File: src/rtl/matrix_pkg.sv
// Shared definitions for the rectangular matrix multiplier: controller states,
// memory access type codes, matrix select codes and mode bit positions.
package matrix_pkg;

    typedef enum logic [2:0] {
        ST_IDLE    = 3'd0,
        ST_FETCH_A = 3'd1,
        ST_FETCH_B = 3'd2,
        ST_FETCH_C = 3'd3,
        ST_MAC     = 3'd4,
        ST_WRITE   = 3'd5,
        ST_DONE    = 3'd6
    } state_e;

    // Memory access granularity (out_type)
    localparam logic [1:0] TYPE_CELL = 2'b00;
    localparam logic [1:0] TYPE_ROW  = 2'b01;
    localparam logic [1:0] TYPE_COL  = 2'b10;

    // Matrix select (out_matrix)
    localparam logic [1:0] MAT_A = 2'b00;
    localparam logic [1:0] MAT_B = 2'b01;
    localparam logic [1:0] MAT_C = 2'b10;

    // Bit positions inside in_mode
    localparam int MODE_ACC_BIT = 0;
    localparam int MODE_SAT_BIT = 1;

    // Counter width that stays at least one bit for single-entry ranges
    function automatic int safe_clog2(input int value);
        return (value > 1) ? $clog2(value) : 1;
    endfunction

endpackage

File: src/rtl/dot_product_mac.sv
// Signed dot-product accumulator: seeded once per cell, then one lane product
// is added per enabled cycle. result_o presents the clamped or truncated value
// of the sum including the product being added this cycle, so the controller
// can register it on the same edge the last lane is accumulated.
module dot_product_mac #(
    parameter int CELL_W  = 8,
    parameter int INNER_K = 4
) (
    input  logic              clk_i,
    input  logic              rst_i,
    input  logic              load_i,
    input  logic [CELL_W-1:0] seed_i,
    input  logic              en_i,
    input  logic [CELL_W-1:0] a_i,
    input  logic [CELL_W-1:0] b_i,
    input  logic              sat_i,
    output logic [CELL_W-1:0] result_o
);

    // Wide enough for K full-scale products plus a full-scale seed
    localparam int ACC_W = 2 * CELL_W + $clog2(INNER_K) + 1;

    logic signed [ACC_W-1:0]    acc_q;
    logic signed [ACC_W-1:0]    acc_d;
    logic signed [2*CELL_W-1:0] prod_s;
    logic signed [ACC_W-1:0]    prod_ext_s;
    logic signed [ACC_W-1:0]    seed_ext_s;
    logic signed [ACC_W-1:0]    sum_s;

    // Clamp to the signed cell range when saturating, otherwise keep low bits
    function automatic logic [CELL_W-1:0] clamp_cell(input logic signed [ACC_W-1:0] value,
                                                     input logic sat);
        logic signed [ACC_W-1:0] max_v;
        logic signed [ACC_W-1:0] min_v;
        max_v = {{(ACC_W-CELL_W+1){1'b0}}, {(CELL_W-1){1'b1}}};
        min_v = ~max_v;
        if (!sat) begin
            clamp_cell = value[CELL_W-1:0];
        end else if (value > max_v) begin
            clamp_cell = max_v[CELL_W-1:0];
        end else if (value < min_v) begin
            clamp_cell = min_v[CELL_W-1:0];
        end else begin
            clamp_cell = value[CELL_W-1:0];
        end
    endfunction

    // Signed lane product, sign-extended sum and accumulator next state
    always_comb begin
        prod_s     = $signed(a_i) * $signed(b_i);
        prod_ext_s = {{(ACC_W-2*CELL_W){prod_s[2*CELL_W-1]}}, prod_s};
        seed_ext_s = {{(ACC_W-CELL_W){seed_i[CELL_W-1]}}, seed_i};
        sum_s      = acc_q + prod_ext_s;
        if (load_i) begin
            acc_d = seed_ext_s;
        end else if (en_i) begin
            acc_d = sum_s;
        end else begin
            acc_d = acc_q;
        end
        if (en_i) begin
            result_o = clamp_cell(sum_s, sat_i);
        end else begin
            result_o = clamp_cell(acc_q, sat_i);
        end
    end

    // Accumulator register
    always_ff @(posedge clk_i or posedge rst_i) begin
        if (rst_i) begin
            acc_q <= '0;
        end else begin
            acc_q <= acc_d;
        end
    end

endmodule

File: src/rtl/rect_matrix_mult.sv
// Rectangular matrix multiplier controller: C[MxN] (+)= A[MxK] * B[KxN].
// Walks the result cell by cell, fetching an A row (reused across a row of C),
// a B column, optionally the old C cell, then runs K MAC cycles and writes.
// All memory-side outputs are registered from the next-state decode so they
// are glitch-free and line up with the state they belong to.
module rect_matrix_mult
    import matrix_pkg::*;
#(
    parameter int ROWS_M  = 4,
    parameter int INNER_K = 4,
    parameter int COLS_N  = 4,
    parameter int CELL_W  = 8,
    parameter int ADDR_W  = 8
) (
    input  logic                      in_clk,
    input  logic                      in_reset,
    input  logic                      in_ready,
    input  logic [1:0]                in_mode,
    input  logic [INNER_K*CELL_W-1:0] in_row_a,
    input  logic [INNER_K*CELL_W-1:0] in_col_b,
    input  logic [CELL_W-1:0]         in_cell_c,
    input  logic                      in_a_ready,
    input  logic                      in_b_ready,
    input  logic                      in_c_ready,
    input  logic                      out_ack,
    output logic [ADDR_W-1:0]         out_reg_address,
    output logic [1:0]                out_type,
    output logic [1:0]                out_matrix,
    output logic                      out_read_en,
    output logic                      out_write_en,
    output logic [CELL_W-1:0]         out_cell_c,
    output logic                      out_busy,
    output logic                      out_ready
);

    localparam int R_W = safe_clog2(ROWS_M);
    localparam int C_W = safe_clog2(COLS_N);
    localparam int K_W = safe_clog2(INNER_K);

    state_e                    state_q, state_d;
    logic [R_W-1:0]            r_q, r_d;
    logic [C_W-1:0]            c_q, c_d;
    logic [K_W-1:0]            k_q, k_d;
    logic [1:0]                mode_q, mode_d;
    logic [INNER_K*CELL_W-1:0] row_a_q, row_a_d;
    logic [INNER_K*CELL_W-1:0] col_b_q, col_b_d;

    logic [ADDR_W-1:0]         addr_q, addr_d;
    logic [1:0]                type_q, type_d;
    logic [1:0]                mat_q, mat_d;
    logic                      rd_en_q, rd_en_d;
    logic                      wr_en_q, wr_en_d;
    logic [CELL_W-1:0]         cell_q, cell_d;
    logic                      busy_q, busy_d;
    logic                      ready_q, ready_d;

    logic                      mac_load_s;
    logic                      mac_en_s;
    logic [CELL_W-1:0]         mac_seed_s;
    logic [CELL_W-1:0]         a_lane_s;
    logic [CELL_W-1:0]         b_lane_s;
    logic [CELL_W-1:0]         mac_result_s;

    // Lane currently fed into the MAC, lane 0 first
    always_comb begin
        a_lane_s = row_a_q[int'(k_q)*CELL_W +: CELL_W];
        b_lane_s = col_b_q[int'(k_q)*CELL_W +: CELL_W];
    end

    dot_product_mac #(
        .CELL_W  (CELL_W),
        .INNER_K (INNER_K)
    ) u_mac (
        .clk_i    (in_clk),
        .rst_i    (in_reset),
        .load_i   (mac_load_s),
        .seed_i   (mac_seed_s),
        .en_i     (mac_en_s),
        .a_i      (a_lane_s),
        .b_i      (b_lane_s),
        .sat_i    (mode_q[MODE_SAT_BIT]),
        .result_o (mac_result_s)
    );

    // Next-state, counter and capture logic, then outputs decoded from next state
    always_comb begin
        state_d    = state_q;
        r_d        = r_q;
        c_d        = c_q;
        k_d        = k_q;
        mode_d     = mode_q;
        row_a_d    = row_a_q;
        col_b_d    = col_b_q;
        mac_load_s = 1'b0;
        mac_en_s   = 1'b0;
        mac_seed_s = '0;

        case (state_q)
            ST_IDLE: begin
                if (in_ready) begin
                    mode_d  = in_mode;
                    r_d     = '0;
                    c_d     = '0;
                    state_d = ST_FETCH_A;
                end else begin
                    state_d = ST_IDLE;
                end
            end
            ST_FETCH_A: begin
                if (in_a_ready) begin
                    row_a_d = in_row_a;
                    state_d = ST_FETCH_B;
                end else begin
                    state_d = ST_FETCH_A;
                end
            end
            ST_FETCH_B: begin
                if (in_b_ready) begin
                    col_b_d = in_col_b;
                    k_d     = '0;
                    if (mode_q[MODE_ACC_BIT]) begin
                        state_d = ST_FETCH_C;
                    end else begin
                        mac_load_s = 1'b1;
                        state_d    = ST_MAC;
                    end
                end else begin
                    state_d = ST_FETCH_B;
                end
            end
            ST_FETCH_C: begin
                if (in_c_ready) begin
                    mac_load_s = 1'b1;
                    mac_seed_s = in_cell_c;
                    state_d    = ST_MAC;
                end else begin
                    state_d = ST_FETCH_C;
                end
            end
            ST_MAC: begin
                mac_en_s = 1'b1;
                if (k_q == K_W'(INNER_K - 1)) begin
                    k_d     = '0;
                    state_d = ST_WRITE;
                end else begin
                    k_d     = k_q + 1'b1;
                    state_d = ST_MAC;
                end
            end
            ST_WRITE: begin
                if (c_q != C_W'(COLS_N - 1)) begin
                    c_d     = c_q + 1'b1;
                    state_d = ST_FETCH_B;
                end else begin
                    c_d = '0;
                    if (r_q != R_W'(ROWS_M - 1)) begin
                        r_d     = r_q + 1'b1;
                        state_d = ST_FETCH_A;
                    end else begin
                        state_d = ST_DONE;
                    end
                end
            end
            ST_DONE: begin
                if (out_ack) begin
                    state_d = ST_IDLE;
                end else begin
                    state_d = ST_DONE;
                end
            end
            default: begin
                state_d = ST_IDLE;
            end
        endcase

        addr_d  = '0;
        type_d  = 2'b00;
        mat_d   = 2'b00;
        rd_en_d = 1'b0;
        wr_en_d = 1'b0;
        cell_d  = '0;
        busy_d  = (state_d != ST_IDLE) && (state_d != ST_DONE);
        ready_d = (state_d == ST_DONE);

        case (state_d)
            ST_FETCH_A: begin
                rd_en_d = 1'b1;
                type_d  = TYPE_ROW;
                mat_d   = MAT_A;
                addr_d  = ADDR_W'(int'(r_d) * INNER_K);
            end
            ST_FETCH_B: begin
                rd_en_d = 1'b1;
                type_d  = TYPE_COL;
                mat_d   = MAT_B;
                addr_d  = ADDR_W'(int'(c_d));
            end
            ST_FETCH_C: begin
                rd_en_d = 1'b1;
                type_d  = TYPE_CELL;
                mat_d   = MAT_C;
                addr_d  = ADDR_W'(int'(r_d) * COLS_N + int'(c_d));
            end
            ST_WRITE: begin
                wr_en_d = 1'b1;
                type_d  = TYPE_CELL;
                mat_d   = MAT_C;
                addr_d  = ADDR_W'(int'(r_d) * COLS_N + int'(c_d));
                cell_d  = mac_result_s;
            end
            default: begin
                rd_en_d = 1'b0;
            end
        endcase
    end

    // State, counters, captured operands and registered outputs
    always_ff @(posedge in_clk or posedge in_reset) begin
        if (in_reset) begin
            state_q <= ST_IDLE;
            r_q     <= '0;
            c_q     <= '0;
            k_q     <= '0;
            mode_q  <= 2'b00;
            row_a_q <= '0;
            col_b_q <= '0;
            addr_q  <= '0;
            type_q  <= 2'b00;
            mat_q   <= 2'b00;
            rd_en_q <= 1'b0;
            wr_en_q <= 1'b0;
            cell_q  <= '0;
            busy_q  <= 1'b0;
            ready_q <= 1'b0;
        end else begin
            state_q <= state_d;
            r_q     <= r_d;
            c_q     <= c_d;
            k_q     <= k_d;
            mode_q  <= mode_d;
            row_a_q <= row_a_d;
            col_b_q <= col_b_d;
            addr_q  <= addr_d;
            type_q  <= type_d;
            mat_q   <= mat_d;
            rd_en_q <= rd_en_d;
            wr_en_q <= wr_en_d;
            cell_q  <= cell_d;
            busy_q  <= busy_d;
            ready_q <= ready_d;
        end
    end

    assign out_reg_address = addr_q;
    assign out_type        = type_q;
    assign out_matrix      = mat_q;
    assign out_read_en     = rd_en_q;
    assign out_write_en    = wr_en_q;
    assign out_cell_c      = cell_q;
    assign out_busy        = busy_q;
    assign out_ready       = ready_q;

endmodule

File: config.mk
export PLATFORM = sky130hd
export DESIGN_NAME = rect_matrix_mult
export DESIGN_NICKNAME = d
export VERILOG_FILES = /design/src/rtl/matrix_pkg.sv /design/src/rtl/dot_product_mac.sv /design/src/rtl/rect_matrix_mult.sv
export SDC_FILE = /design/constraint.sdc
export NUM_CORES = 1
export LEC_CHECK = 0
export CORE_MARGIN = 4
export CORE_UTILIZATION = 51
export DETAILED_ROUTE_END_ITERATION = 10
export DONT_BUFFER_PORTS = 1
export PLACE_DENSITY = 0.71
export SETUP_SLACK_MARGIN = 0.2
export SYNTH_ARGS = -nofsm -noshare
export SYNTH_HDL_FRONTEND = slang
export SYNTH_HIERARCHICAL = 1
export SYNTH_SLANG_ARGS = --single-unit
File: constraint.sdc
create_clock -name in_clk -period 19.4 [get_ports in_clk]
set_input_delay 0.97 -clock in_clk [delete_from_list [all_inputs] [get_ports in_clk]]
set_output_delay 0.97 -clock in_clk [all_outputs]
set_load 0.005 [all_outputs]
==> results.cfg <==
[run_status]
outcome = complete, no violations

[sta]
drv_slew = 0
hold_viol = 0
finalClockSkew_ps = 11.86
rsz0062_at_grt = false
fin_tns_setup_ps = 0
fmax_ghz = 0.1325
fin_crit_sh = 0.3890
worstMarginPinSlew_ps = 1067
period_minus_slack_ps = 7546
timing.hold.ws_ps = 357.1
slew_headroom = 0.2884
finalSetupViolations = 0

[place]
port_buffers = 0
gp_congestion = 0.8911
dp_hpwl_mm = 15.25

[setup_path]
cp_num_cells = 19
slowest_stage = dfrtp_1
cp_num_buf_inv = 2
cp_cell_sequence = mux4_2 -> and2_1 -> inv_1 -> fa_1 -> inv_1 -> fa_1 -> fa_1 -> fa_1 -> fa_1 -> ha_1 -> nand3_1 -> o22ai_1 -> o41ai_2 -> xor2_1 -> o2111ai_1 -> or4b_4 -> o31ai_4 -> o22ai_1 -> and3_1
critPathKind = register to register
cp_common_cell = fa_1
reg2regPathDepth = 19
end_kind = register
critPathTopFamily = adder cells
cp_max_fo = 19
cp_slowest_stage_delay_ps = 1040
cp.arrival_ps = 7850
startpoint_type = register
required_ps = 19700

[synthesis]
yosysUniqueCellTypes = 71
synth-edff-count = 0
syn_area_um2 = 8755
async_reset_ff_frac = 1.000
synth_seq_cells = 114
synthCells = 782
avgSynthCellArea_um2 = 11.20
yosys_warnings = 6
synth_top_flop_cell = dfrtp_1
yosysSeqAreaShare = 0.3259

[global_routing]
grt_pass1_vias = 6236
grt_max_degree = 79
antenna_found_initial = 4
overflow = 0
grt_pass1_wl_mm = 32.73
grt_usage = 0.2114

[run]
maxCapViolCount = 0

[routing]
avgRoutedWirePerCell_um = 19.17
drtPass1Iterations = 4
met3_length_mm = 1.444
drc = 0
route.met2.wl_mm = 9.369
wl_met1_mm = 8.291
antenna_left = 0
routed_wl_mm = 19.42
vias = 5719
vias_per_cell = 5.646
drtIter0Drc = 358
maxUsedRoutingLayer = met5

[cts]
clock_path_buffers = 2
clock_sinks = 114
path_clk_slew_ps = 60
cts_tree = built
clkLatencyLatePin_ps = 420
cts.htree.levels = 4
cts-hold-fix-buffers = 0
cts_buffers = 17
postCtsSetupBuffers = 0
post_cts_resized = 0
cts-root-buf = clkbuf_16

[layout]
fin_util = 0.5756
final_common_cell = dfrtp_1
nNetsFinal = 992
diodes = 0
layout_common_cells = dfrtp_1 (114), inv_1 (107), fa_1 (84), mux2_2 (66), nand2_1 (51)
area_growth_pct = 9.804
drive_gt1_frac = 0.1765

[die]
die_w_um = 139.0
initial_core_util = 0.5242
core_area_um2 = 16700
io_pins = 105
row_count = 47
fp.dieH_um = 139.0
die_area_um2 = 19330

[min_path]
min_path_type = primary input to asynchronous set/reset pin
synth_stat cells (all sizes together), types with 2 or more instances:
master    n  share of area
nand4     4         0.0029
a21oi    22          0.013
nor4b     2         0.0034
ha       47          0.067
o22ai     9         0.0064
nand3b    2         0.0017
nor3b     3         0.0037
o211ai    2         0.0023
mux4     16          0.041
a211oi   12          0.011
and3     10         0.0077
a31oi     2         0.0014
a21boi    3         0.0026
fa       84           0.19
a41oi     2         0.0020
a31o      2         0.0020
xnor2    14          0.014
and2     43          0.031
o31ai     3         0.0041
nand3     5         0.0029
nand2b   12         0.0086
buf      18          0.011
nor2b     8         0.0057
inv     108          0.046
o21ai    20          0.012
xor2      4         0.0040
nand2    51          0.022
nor2     36          0.015
mux2     66          0.085
mux2i     7         0.0080
nor4      4         0.0036
o21bai    3         0.0026
nor3      5         0.0029
dfrtp   114           0.33
a22o      4         0.0040
a21o      5         0.0043
clkbuf   10         0.0043
cell type report:
cell class	count	area, um2
Sequential cell	114	2853
Timing Repair Buffer	4	30.03
Fill cell	1415	7088
Clock buffer	17	425.4
Clock inverter	15	222.7
Tap cell	220	275.3
Inverter	109	411.6
Multi-Input combinational cell	534	5395
flip-flops by register name, indices dropped and copies added, names as in the netlist:
register and flops:
r_q 2, out_busy 1, out_ready 1, mode_q 2, c_q 2, out_cell_c 8, out_type 2, out_reg_address 4
k_q 2, out_write_en 1, row_a_q 32, col_b_q 32, u_mac/acc_q 19, state_q 3, out_matrix 2, out_read_en 1
cell families after synthesis:
logic type,Yosys count,share of synthesized area
adders and majority gates,131,0.2593
muxes,89,0.1341
DFF,114,0.3259
other,1,0.0004283
buffers and inverters,137,0.06231
xor gates and xnor gates,18,0.01801
and+or+nand+nor,192,0.1185
AOI/OAI and AO/OA,100,0.08161
metrics by stage:
step / instance area, um2 / cells / setup WS (ps)
3_5_place_dp: 8965 / 981 / 11860
3_3_place_gp: 8965 / 981 / 12050
4_1_cts: 9613 / 1013 / 11820
5_1_grt: 9613 / 1013 / 11320
6_report: 9613 / 1013 / 11850
2_1_floorplan: 8766 / 785 / 12620
path summary, 6_finish.rpt:
kind	endpoint	start	slack, ps
hold / removal	out_cell_c[6]$_DFF_PP0_	in_reset	360
setup / recovery	out_cell_c[4]$_DFF_PP0_	k_q[0]$_DFFE_PP0P_	11850
setup reg to reg	out_cell_c[4]$_DFF_PP0_	k_q[0]$_DFFE_PP0P_	11850
max in group asynchronous	row_a_q[9]$_DFFE_PP0P_	in_reset	17850
min in group in_clk	row_a_q[3]$_DFFE_PP0P_	row_a_q[3]$_DFFE_PP0P_	500
hold reg to reg	row_a_q[3]$_DFFE_PP0P_	row_a_q[3]$_DFFE_PP0P_	500
per-layer routing:
metal  vias up  GRT usage
met3        32    0.07172
met5         -          0
li1       2620          -
met2       190     0.3398
met4         8    0.05355
met1      2869     0.2788
Power is left out: the tool's default activity adds up to more than one toggle a clock period on the data nets, which glitch-free logic cannot reach.
